<file path="src/rtl/fifo_pkg.sv">
// Shared sizing helpers for the FIFO pointer/flag controller.
package fifo_pkg;

  // The occupancy count needs one bit more than an address to represent DEPTH.
  localparam int unsigned CNT_EXTRA_W = 1;

  // Number of entries addressed by an aw-bit pointer.
  function automatic int unsigned fifo_depth(input int unsigned aw);
    return 32'd1 << aw;
  endfunction

endpackage

</file>
<file path="src/rtl/fifo_ptr_ctr.sv">
// Wrapping ADDR_WIDTH-bit pointer: increments on inc, clears synchronously on clr.
module fifo_ptr_ctr #(
  parameter int unsigned ADDR_WIDTH = 4
) (
  input  logic                  clk,
  input  logic                  rst_n,
  input  logic                  clr,
  input  logic                  inc,
  output logic [ADDR_WIDTH-1:0] ptr
);

  logic [ADDR_WIDTH-1:0] r_ptr;

  // Pointer register; natural width overflow gives the DEPTH-1 -> 0 wrap.
  always_ff @(posedge clk or negedge rst_n) begin
    if (!rst_n) begin
      r_ptr <= '0;
    end else if (clr) begin
      r_ptr <= '0;
    end else if (inc) begin
      r_ptr <= r_ptr + ADDR_WIDTH'(1);
    end
  end

  assign ptr = r_ptr;

endmodule

</file>
<file path="src/rtl/fifo_ctrl.sv">
// Single-clock FIFO controller: accept gating, RAM enables/addresses,
// occupancy count, watermark flags and sticky overflow/underflow errors.
module fifo_ctrl
  import fifo_pkg::*;
#(
  parameter int unsigned ADDR_WIDTH   = 4,
  parameter int unsigned AFULL_LEVEL  = 12,
  parameter int unsigned AEMPTY_LEVEL = 4
) (
  input  logic                              clk,
  input  logic                              rst_n,
  input  logic                              flush,
  input  logic                              push,
  input  logic                              pop,
  input  logic                              clr_err,
  output logic                              wr_en,
  output logic [ADDR_WIDTH-1:0]             wr_addr,
  output logic                              rd_en,
  output logic [ADDR_WIDTH-1:0]             rd_addr,
  output logic [ADDR_WIDTH+CNT_EXTRA_W-1:0] count,
  output logic                              full,
  output logic                              empty,
  output logic                              almost_full,
  output logic                              almost_empty,
  output logic                              overflow,
  output logic                              underflow
);

  localparam int unsigned DEPTH = fifo_depth(ADDR_WIDTH);
  localparam int unsigned CNT_W = ADDR_WIDTH + CNT_EXTRA_W;

  logic [CNT_W-1:0]      r_count;
  logic                  r_overflow;
  logic                  r_underflow;
  logic [ADDR_WIDTH-1:0] w_wr_ptr;
  logic [ADDR_WIDTH-1:0] w_rd_ptr;
  logic                  w_full;
  logic                  w_empty;
  logic                  w_push_ok;
  logic                  w_pop_ok;
  logic                  w_ovf_set;
  logic                  w_udf_set;

  // Flags come from the registered count only, so they never glitch with requests.
  assign w_full  = (r_count == CNT_W'(DEPTH));
  assign w_empty = (r_count == '0);

  // Flush blocks both accepts; a request hitting full/empty is rejected and
  // raises the matching error instead (ignored requests during flush do not).
  assign w_push_ok = push & ~w_full  & ~flush;
  assign w_pop_ok  = pop  & ~w_empty & ~flush;
  assign w_ovf_set = push & w_full  & ~flush;
  assign w_udf_set = pop  & w_empty & ~flush;

  fifo_ptr_ctr #(.ADDR_WIDTH(ADDR_WIDTH)) u_wr_ptr (
    .clk   (clk),
    .rst_n (rst_n),
    .clr   (flush),
    .inc   (w_push_ok),
    .ptr   (w_wr_ptr)
  );

  fifo_ptr_ctr #(.ADDR_WIDTH(ADDR_WIDTH)) u_rd_ptr (
    .clk   (clk),
    .rst_n (rst_n),
    .clr   (flush),
    .inc   (w_pop_ok),
    .ptr   (w_rd_ptr)
  );

  // Occupancy: simultaneous accepted push and pop cancel out.
  always_ff @(posedge clk or negedge rst_n) begin
    if (!rst_n) begin
      r_count <= '0;
    end else if (flush) begin
      r_count <= '0;
    end else if (w_push_ok && !w_pop_ok) begin
      r_count <= r_count + CNT_W'(1);
    end else if (w_pop_ok && !w_push_ok) begin
      r_count <= r_count - CNT_W'(1);
    end
  end

  // Sticky error flags; a new error in the clearing cycle keeps the flag set.
  always_ff @(posedge clk or negedge rst_n) begin
    if (!rst_n) begin
      r_overflow  <= 1'b0;
      r_underflow <= 1'b0;
    end else begin
      r_overflow  <= w_ovf_set | (r_overflow  & ~clr_err);
      r_underflow <= w_udf_set | (r_underflow & ~clr_err);
    end
  end

  assign wr_en        = w_push_ok;
  assign wr_addr      = w_wr_ptr;
  assign rd_en        = w_pop_ok;
  assign rd_addr      = w_rd_ptr;
  assign count        = r_count;
  assign full         = w_full;
  assign empty        = w_empty;
  assign almost_full  = (r_count >= CNT_W'(AFULL_LEVEL));
  assign almost_empty = (r_count <= CNT_W'(AEMPTY_LEVEL));
  assign overflow     = r_overflow;
  assign underflow    = r_underflow;

`ifdef FORMAL
  // Structural invariants of the pointer/count relationship.
  always_comb begin
    if (rst_n) begin
      assert (r_count <= CNT_W'(DEPTH));
      assert (ADDR_WIDTH'(w_wr_ptr - w_rd_ptr) == r_count[ADDR_WIDTH-1:0]);
      assert (!(w_full && w_empty));
      assert (!wr_en || !w_full);
      assert (!rd_en || !w_empty);
    end
  end
`endif

endmodule

</file>
<file path="config.mk">
export PLATFORM = sky130hd
export DESIGN_NAME = fifo_ctrl
export DESIGN_NICKNAME = d
export VERILOG_FILES = /design/src/rtl/fifo_pkg.sv /design/src/rtl/fifo_ptr_ctr.sv /design/src/rtl/fifo_ctrl.sv
export SDC_FILE = /design/constraint.sdc
export NUM_CORES = 1
export LEC_CHECK = 0
export CORE_MARGIN = 2
export CORE_UTILIZATION = 50
export CTS_BUF_LIST = sky130_fd_sc_hd__clkbuf_4 sky130_fd_sc_hd__clkbuf_8 sky130_fd_sc_hd__clkbuf_16
export CTS_CLUSTER_DIAMETER = 150
export DETAILED_ROUTE_END_ITERATION = 10
export PLACE_DENSITY = 0.8
export SYNTH_ARGS = -nofsm -noshare
export SYNTH_HDL_FRONTEND = slang
export SYNTH_SLANG_ARGS = --single-unit
</file>
<file path="constraint.sdc">
create_clock -name clk -period 6.6 [get_ports clk]
set_input_delay 1.32 -clock clk [delete_from_list [all_inputs] [get_ports clk]]
set_output_delay 1.32 -clock clk [all_outputs]
set_load 0.005 [all_outputs]
</file>
Word-level counts from Yosys, hierarchy flattened

Index checks and enable logic that the tools add are counted.

Order comparisons: 2
Reductions and logical operators: 8
Multiplexer cells: 7
Add/subtract/negate cells: 4
Bitwise operators: 16
Equal/unequal tests: 1

Operator list:

| operator                                                           | number |
|---|---|
| two-way mux 4 bit                                                  | 4 |
| two-way mux 5 bit                                                  | 3 |
| AND 1 bit                                                          | 10 |
| adder 4 x 1 -> 4 bit (second input constant)                       | 2 |
| adder 5 x 1 -> 5 bit (second input constant)                       | 1 |
| == test 5 bit (second input constant)                              | 1 |
| greater-or-equal comparator 5 x 4 -> 1 bit (second input constant) | 1 |
| less-or-equal comparator 5 x 3 -> 1 bit (second input constant)    | 1 |
| logical NOT 5 bit                                                  | 1 |
| subtractor 5 x 1 -> 5 bit (second input constant)                  | 1 |
| inverter 1 bit                                                     | 4 |
| nonzero test 2 bit                                                 | 2 |
| nonzero test 3 bit                                                 | 1 |
| logical AND 1 bit                                                  | 2 |
| logical NOT 1 bit                                                  | 2 |
| OR 1 bit                                                           | 2 |

Input port bits: 6
Output and inout port bits: 21
Register bits after elaboration: 15

Depth between registers and ports, before layout

Gate-level depths: netlist of run 1.

Depth after elaboration: 9
Depth in mapped cells: 8
Depth with buffers taken out: 8

Modules after synthesis

From an unflattened synthesis of run 1, not the netlist that was laid out.

Cell total of the unflattened synthesis: 97
Area, all modules: 957.2 um^2

Modules (own cells, without submodules):

| module       | cells each | times used | area each (um^2) |
|---|---|---|---|
| fifo_ctrl    | 65         | 1          | 571.8 |
| fifo_ptr_ctr | 16         | 2          | 192.7 |

Least setup slack after synthesis of run 1

No wires, ideal clock.

Path kind: input -> register
From: input port push
To: register r_count[4], in the netlist count[4]
Library setup time: 82 ps
Stages on the path: 8
Arrival time: 2990 ps
Setup slack: 3527 ps
Cell sequence: inv_1 a21oi_1 nand3_1 ha_1 a21oi_1 a211oi_1 a311o_1 a31oi_1

Word-level cells in the longest chain between the ends: 5
Elaborated cells between the ends (all ways): 8
Those cells by class: mux: 2; bitwise: 2; reduce/logical: 4

RTL lines:

| element                                                 | line                             | source |
|---|---|---|
| start: declaration                                      | fifo_ctrl.sv:13                  | `input logic push,` |
| AND 1 bit * (2 in series)                               | fifo_ctrl.sv:50                  | `assign w_push_ok = push & ~w_full & ~flush;` |
| logical AND 1 bit or logical NOT 1 bit (tied branches)  | fifo_ctrl.sv:77, fifo_ctrl.sv:79 |  |
| two-way mux 5 bit or logical AND 1 bit (tied branches)  | fifo_ctrl.sv:77, fifo_ctrl.sv:79 |  |
| two-way mux 5 bit or nonzero test 3 bit (tied branches) | n/a                              |  |
| end signal: assignment                                  | fifo_ctrl.sv:78                  | `r_count <= r_count + CNT_W'(1);` |
| end signal: assignment                                  | fifo_ctrl.sv:80                  | `r_count <= r_count - CNT_W'(1);` |
| end: declaration                                        | fifo_ctrl.sv:32                  | `logic [CNT_W-1:0] r_count;` |

Mark *: on every way between the ends. The rest lies on a longest branch, timed or not.
A chain may end at the register's enable or synchronous reset.

Final worst setup path of run 1

From: input port push
To: output port wr_en

Word-level cells in the longest chain between the ends: 2

RTL lines:

| element                 | line            | source |
|---|---|---|
| AND 1 bit (2 in series) | fifo_ctrl.sv:50 |  |
| end: declaration        | fifo_ctrl.sv:16 | `output logic wr_en,` |

Every way passes these cells.

==> flow_summary.toml, run 1 <==
[critical_path]
cp_max_fo = 7
worst-setup-path-type = "in2out"
arrival_ns = 2.83
start_kind = "input pin"
required_ns = 5.28
critPathCaptureType = "output port"

[power_and_ir_drop]
p_clk_share_pct = 10.6
peakVddDrop_v = 0.000268
switchingPower_mw = 0.219
p_total_mw = 0.530
power_density_nw_per_um2 = 413
p_seq_share_pct = 31.7
leakage_nw = 0.551
pwr-share-comb_pct = 57.7
intPower_mw = 0.311
switching_share_pct = 41.4

[cts]
postCtsSetupBuffers = 0
cts_root_buf = "clkbuf_4"
postCtsHoldBufs = 0
worstSkewPairLatency_ns = 0.28
htreeDepth = 1
cts_buffer_depth = 2
cts_resized = 0
cts_tree = "yes"
cts_made_buffers = 3
cts.sinks = 15
path_clk_slew_ns = 0.08

[placed_design]
placed_area_sq_um = 1250
dp_hpwl_um = 1680
gp_congestion = 0.920
dp.cells = 148
portBuffers = 26

[cells_and_area]
final_cells = 152
nets = 141
final_design_area_no_fill_sq_um = 1280
syn2layout_area_growth_pct = 32.9
drive_gt1_share_pct = 8.66
antenna_cells = 0

[route]
via_per_inst = 5.89
routed_wl_um = 2250
drt_pass1_iterations = 5
postRouteAntennaNets = 0
drtIter0Drc = 15
avgRoutedWirePerCell_um = 14.8
vias = 895
drc_errors = 0

[synthesis]
ys_ff_latch = 15
synth.avg_cell_area_sq_um = 9.86
synth_area_sq_um = 966
yosysWarningCount = 0
synth_cell_types = 35
ys_seq_area_share_pct = 38.9
syn_inst = 98
syn-num-nets = 111

[grt]
antenna_found_initial = 0
grt_usage_pct = 22.9
grt_max_degree = 16
first_global_vias = 817
grt_pass1_wl_um = 3680
gr-total-overflow = 0

[sta]
relSlewSlack_pct = 56.1
slew_viol_final = 0
period_share_pct = 62.9
setup_tns_ns = 0
hold_viol = 0
fin_crit_ns = 4.15
holdWs_ns = 0.514
setup_viol = 0
rsz0062_at_grt = "false"
fmax_ghz = 0.241
skew_ns = 0.00970
tightest_slew_ns = 0.656

[die]
fp.dieH_um = 48.0
dieArea_sq_um = 2300
pin_count = 27
die_w_um = 48.0
rows = 15
core_area_sq_um = 1760
initial_core_util_pct = 54.8

[run]
maxCapViolCount = 0

[worst_hold_path]
hold_path_class = "reg2reg"

[status]
status = "completed"
cell type report:
| cell class | instances | area, sq um |
|---|---|---|
| Inverter | 6 | 22.5 |
| Multi-Input combinational cell | 76 | 564 |
| Tap cell | 25 | 31.3 |
| Clock buffer | 4 | 30.0 |
| Timing Repair Buffer | 26 | 260 |
| Sequential cell | 15 | 375 |
| Fill cell | 148 | 480 |
synthesized netlist by cell type:
cell	count	area, sq um
a211oi_1	2	15.0
a21boi_1	1	7.51
a21boi_2	1	11.3
a21oi_1	6	30.0
a311o_1	1	10.0
a31oi_1	1	6.26
a32o_1	2	20.0
and3_1	1	6.26
and4b_1	1	10.0
clkbuf_1	1	3.75
clkinv_1	1	3.75
dfrtp_1	15	375
fa_1	1	20.0
ha_1	6	75.1
inv_1	5	18.8
mux2_4	1	15.0
mux2i_1	4	40.0
nand2_1	11	41.3
nand3_1	6	30.0
nand3_2	1	10.0
nor2_1	8	30.0
nor2b_1	1	6.26
nor3_1	3	15.0
nor4_4	1	21.3
o211ai_1	1	7.51
o21a_1	3	22.5
o21ai_0	2	10.0
o21ai_1	1	5.00
o21ai_2	1	8.76
o221a_4	1	20.0
o41ai_1	1	8.76
or3_1	1	6.26
or4_4	1	11.3
xnor2_1	3	26.3
xor2_1	2	17.5
worst max-delay path: stages:
cell and delay (ns):
clkdlybuf4s50_1 0.63, inv_1 0.16, nor3_1 0.19, clkdlybuf4s50_1 0.53
routing by layer:
metal | track usage, % | vias up | routed length [um]
met2 | 37.3 | 52 | 1110
met5 | 0 | - | 0
met4 | 5.95 | 0 | 8
met3 | 4.53 | 4 | 143
li1 | - | 415 | -
met1 | 31.1 | 424 | 985
per-stage QoR:
| stage | utilization (%) | setup WS (ns) |
|---|---|---|
| after floorplan | - | 3.53 |
| after global placement | 71.1 | 2.49 |
| after detailed placement | 71.1 | 2.45 |
| after CTS | 72.8 | 2.46 |
| after global routing | 72.8 | 2.33 |
| final | 72.8 | 2.45 |
sequential cells by signal (all words and copies together) (netlist names):
| signal | cells |
|---|---|
| underflow | 1 |
| u_wr_ptr.ptr | 4 |
| overflow | 1 |
| u_rd_ptr.ptr | 4 |
| count | 5 |
final timing paths:
| kind | from | to | slack [ns] | cells past startpoint |
|---|---|---|---|---|
| hold reg to reg | overflow | overflow | 0.51 | 1 |
| setup / recovery | push | wr_en | 2.45 | 4 |
| setup reg to reg | count[1] | count[4] | 3.46 | 8 |
| max in group asynchronous | rst_n | overflow | 4.74 | 1 |
| hold / removal | overflow | overflow | 0.51 | 1 |
| min in group asynchronous | rst_n | count[2] | 1.43 | 1 |
logic make-up after synthesis:
logic type                 count (synthesis)  share of synthesized area [%]
xor gates and xnor gates                   5                           4.53
buffers and inverters                      7                           2.72
AOI/OAI and AO/OA                         24                           18.9
muxes                                      5                           5.70
adders and majority gates                  7                           9.84
and+or+nand+nor                           35                           19.4
DFF                                       15                           38.9
cells in the final DEF, fill, tap and decap left out, drive strengths merged, types with 2 or more instances in the layout:
| cell | Yosys | layout |
|---|---|---|
| nand3 | 7 | 7 |
| mux2i | 4 | 4 |
| a32o | 2 | 2 |
| nor2 | 8 | 8 |
| xnor2 | 3 | 3 |
| a211oi | 2 | 2 |
| clkbuf | 1 | 4 |
| nor3 | 3 | 3 |
| inv | 5 | 5 |
| o21ai | 4 | 4 |
| nand2 | 11 | 11 |
| xor2 | 2 | 2 |
| a21oi | 6 | 6 |
| clkdlybuf4s50 | 0 | 26 |
| ha | 6 | 6 |
| a21boi | 2 | 2 |
| o21a | 3 | 3 |
| dfrtp | 15 | 15 |
power groups by stage:
stage	sequential, mW	combinational, mW	clock [mW]
2_1_floorplan	0.160	0.178	0
3_3_place_gp	0.166	0.295	0
3_5_place_dp	0.168	0.302	0
4_1_cts	0.167	0.304	0.0583
5_1_grt	0.172	0.338	0.0621
6_report	0.168	0.306	0.0562
(Power assumes the default switching activity.)
==> inputs of run 2 (changes only) <==
- CORE_UTILIZATION: 50 -> 47
- PLACE_DENSITY: 0.8 -> 0.76
- clock period: 6.6 -> 4.15 ns (I/O delays scaled with it)
==> run 2 against run 1 <==
Count of clock-buffer cells in the layout unchanged. Utilization decreased by 5.8 points. Total power increased by 60%. Register-to-register slack got worse by 2.4 ns. Wire length up 5.9%. Via count shrank 0.34%. Flip-flop and latch count is the same. Cell count grew 2.6%. Die area increased by 5.9%. Cell area rose by 1.4%. Clock skew fell by 0.0088 ns.
==> flow_summary.toml, run 2 (synthesis results as in run 1) <==
[power_and_ir_drop]
peakVddDrop_v = 0.000455
leakage_nw = 0.561
p_total_mw = 0.849
power_density_nw_per_um2 = 652

[die]
dieArea_sq_um = 2430
core_area_sq_um = 1940
initial_core_util_pct = 49.7
pin_count = 27
die_w_um = 49.3
fp.dieH_um = 49.3
rows = 16

[cells_and_area]
largest_reg_flops = 5
antenna_cells = 0
syn2layout_area_growth_pct = 34.7
fillers = 166
register_area_sq_um = 375
layout_common_cells = "26 x clkdlybuf4s50_1, 15 x dfrtp_1, 11 x nand2_1, 8 x nor2_1"
multi_input_area_sq_um = 564
final_common_cell = "clkdlybuf4s50_1"
nets = 143
final_cells = 156
drive_gt1_share_pct = 10.1

[critical_path]
cp_max_fo = 7
start_kind = "input pin"
critPathCaptureType = "flop"
worst-setup-path-type = "in2reg"
required_ns = 4.35
arrival_ns = 3.63

[cts]
htreeDepth = 1
postCtsHoldBufs = 0
cts_resized = 0
worstSkewPairLatency_ns = 0.27
cts_tree = "yes"
cts.sinks = 15
cts_made_buffers = 3
cts_buffer_depth = 2
path_clk_slew_ns = 0.09
cts_root_buf = "clkbuf_4"
postCtsSetupBuffers = 0

[placed_design]
dp.cells = 152
portBuffers = 26
dp_hpwl_um = 1780
gp_congestion = 0.900

[route]
drt_pass1_iterations = 5
postRouteAntennaNets = 0
routed_wl_um = 2380
drtIter0Drc = 17
drc_errors = 0
avgRoutedWirePerCell_um = 15.3
vias = 892
via_per_inst = 5.72

[sta]
tightest_slew_ns = 0.684
fin_crit_ns = 3.43
relSlewSlack_pct = 54.3
rsz0062_at_grt = "false"
holdWs_ns = 0.518
skew_ns = 0.000862
period_share_pct = 82.6
slew_viol_final = 0
setup_viol = 0
setup_tns_ns = 0
fmax_ghz = 0.292
hold_viol = 0

[run]
maxCapViolCount = 0

[worst_hold_path]
hold_path_class = "reg2reg"

[status]
status = "completed"

[grt]
antenna_found_initial = 0
first_global_vias = 894
grt_usage_pct = 22.7
gr-total-overflow = 0
grt_max_degree = 16
grt_pass1_wl_um = 4260
## run 2: layer usage
layer	vias to the layer above	global-route usage (%)	wire length, um
met2	30	37.6	1200
met5	-	0	0
met3	0	2.45	96
li1	421	-	-
met1	441	30.3	1090
met4	0	8.57	0
## run 2: path summary, 6_finish.rpt
kind / from / cells after the start / end / slack [ns]
hold / removal: overflow / 1 / overflow / 0.52
setup reg to reg: count[1] / 8 / count[4] / 1.03
hold reg to reg: overflow / 1 / overflow / 0.52
min in group asynchronous: rst_n / 1 / u_rd_ptr.ptr[2] / 0.96
max in group asynchronous: rst_n / 1 / count[4] / 2.75
setup / recovery: push / 9 / count[4] / 0.72
## run 2: through the flow
stage | util, % | worst slack [ns] | cell area (sq um)
2_1_floorplan | - | 1.42 | 966
3_3_place_gp | 65.5 | 0.754 | 1270
3_5_place_dp | 65.5 | 0.537 | 1270
4_1_cts | 67.0 | 0.772 | 1300
5_1_grt | 67.0 | 0.555 | 1300
6_report | 67.0 | 0.723 | 1300
## run 2: cell type report
type / count / area share, %
timing repair buffer: 28 / 21.2
inverter: 6 / 1.73
tap: 27 / 2.60
clock buffer: 4 / 2.31
sequential: 15 / 28.8
multi-input combinational: 76 / 43.4
## run 2: power by group
group	total, mW	internal, mW	switching [mW]
logic	0.493	0.270	0.223
registers	0.267	0.183	0.0839
clock network	0.0885	0.0437	0.0448
total	0.849	0.497	0.352
## run 2: worst max-delay path, stage by stage
cell,delay (ns)
clkdlybuf4s50_1,0.64
inv_1,0.15
a21oi_1,0.36
nand3_1,0.30
ha_1,0.41
a21oi_1,0.28
a211oi_1,0.14
a311o_1,0.34
a31oi_1,0.16
==> inputs of run 3 (changes only) <==
- clock period: 4.15 -> 3.29 ns (I/O delays scaled with it)
==> run 3 against run 2 <==
Highest routed layer is now met4. Clock skew barely moved. Utilization rose by 1.9 points. Die area did not move. Global-route usage rose by 0.35 points.
==> flow_summary.toml, run 3 (synthesis results as in run 1) <==
[placed_design]
placed_area_sq_um = 1310
dp.cells = 157
dp_hpwl_um = 1870
gp_congestion = 0.860
portBuffers = 26

[route]
drc_errors = 0
routed_wl_um = 2480
drtIter0Drc = 29
avgRoutedWirePerCell_um = 15.4
postRouteAntennaNets = 0
via_per_inst = 5.71
drt_pass1_iterations = 4
vias = 919

[critical_path]
endpoint = "count[4]"
rrSetupSlack_ns = 0.21
start_kind = "flop"
worst-setup-path-type = "reg2reg"
arrival_ns = 3.29
r2r-end = "count[4]"
cp_max_fo = 8
critPathCaptureType = "flop"
crit_path_start = "count[3]"
r2r_cells = 8
timing.rr.start = "count[3]"
required_ns = 3.51

[cts]
cts_buffer_depth = 2
cts_resized = 0
worstSkewPairLatency_ns = 0.30
htreeDepth = 1
cts_root_buf = "clkbuf_4"
cts_tree = "yes"
cts.sinks = 15
cts_made_buffers = 3
postCtsHoldBufs = 0
path_clk_slew_ns = 0.09
postCtsSetupBuffers = 0

[worst_hold_path]
hold_depth = 1
hold_path_class = "reg2reg"

[cells_and_area]
final_common_cell = "clkdlybuf4s50_1"
final_cells = 161
final_design_area_no_fill_sq_um = 1340
nets = 148
layout_common_cells = "26 x clkdlybuf4s50_1, 15 x dfrtp_1, 11 x nand2_1, 8 x nor2_1, 7 x buf_4"
fillers = 161
drive_gt1_share_pct = 13.4
syn2layout_area_growth_pct = 38.6
largest_reg_flops = 5
antenna_cells = 0

[sta]
setup_tns_ns = 0
relSlewSlack_pct = 52.9
period_share_pct = 93.5
fmax_ghz = 0.325
slew_viol_final = 0
rsz0062_at_grt = "false"
hold_viol = 0
fin_crit_ns = 3.08
holdWs_ns = 0.509
skew_ns = 0.000733
tightest_slew_ns = 0.704
setup_viol = 0

[grt]
use_met2_pct = 36.0
grt_pass1_wl_um = 4220
met1_usage_pct = 31.4
gr-total-overflow = 0
top_usage_layer = "met2"
grt_usage_pct = 23.0
antenna_found_initial = 0
grt_use_met3_pct = 2.15
first_global_vias = 882
grt_max_degree = 16

[die]
fp.dieH_um = 49.3
initial_core_util_pct = 49.7
die_w_um = 49.3
dieArea_sq_um = 2430
rows = 16
core_area_sq_um = 1940
pin_count = 27

[power_and_ir_drop]
power_density_nw_per_um2 = 824
peakVddDrop_v = 0.000522
leakage_nw = 0.586

[status]
status = "completed"

[run]
maxCapViolCount = 0
-- run 3: where the power goes --
group / total, mW / switching, mW / internal [mW] / leakage (nW)
Combinational: 0.672 / 0.314 / 0.358 / 0.365
Sequential: 0.308 / 0.0766 / 0.232 / 0.202
Clock: 0.122 / 0.0666 / 0.0556 / 0.0184
-- run 3: routing by layer --
layer  up-vias  wire (um)
met4         0         58
met2        36       1170
met1       446       1130
met5         -          0
met3         5        120
li1        432          -
-- run 3: cell type report --
class	count	area [sq um]	share of cell area, %
repair buffers	33	313	23.4
clock buffers	4	30.0	2.24
inverters	6	22.5	1.68
flip-flops and latches	15	375	28.0
multi-input cells	76	564	42.1
well taps	27	33.8	2.52
-- run 3: how the worst min path moves through the flow --
stage / slack [ns] / end / start
2_1_floorplan: 0.36 / count[0] / rst_n
3_3_place_gp: 0.48 / underflow / underflow
3_5_place_dp: 0.49 / overflow / overflow
4_1_cts: 0.51 / overflow / overflow
5_1_grt: 0.54 / overflow / overflow
6_report: 0.51 / overflow / overflow
-- run 3: worst max-delay path, cell delays in order, from the launching register on --
cell and delay (ns):
dfrtp_1 0.51, or4_4 0.58, o21ai_2 0.30, nand3_1 0.27, ha_1 0.40, a21oi_1 0.26
a211oi_1 0.14, a311o_1 0.34, a31oi_1 0.19
-- run 3: stage by stage --
step / util (%) / power, mW / setup slack, ns
final: 68.9 / 1.10 / 0.214
after global routing: 68.9 / 1.18 / 0.0398
after CTS: 68.9 / 1.10 / 0.256
after detailed placement: 67.4 / 0.977 / 0.269
after global placement: 67.4 / 0.953 / 0.415
after floorplan: - / 0.679 / 0.557
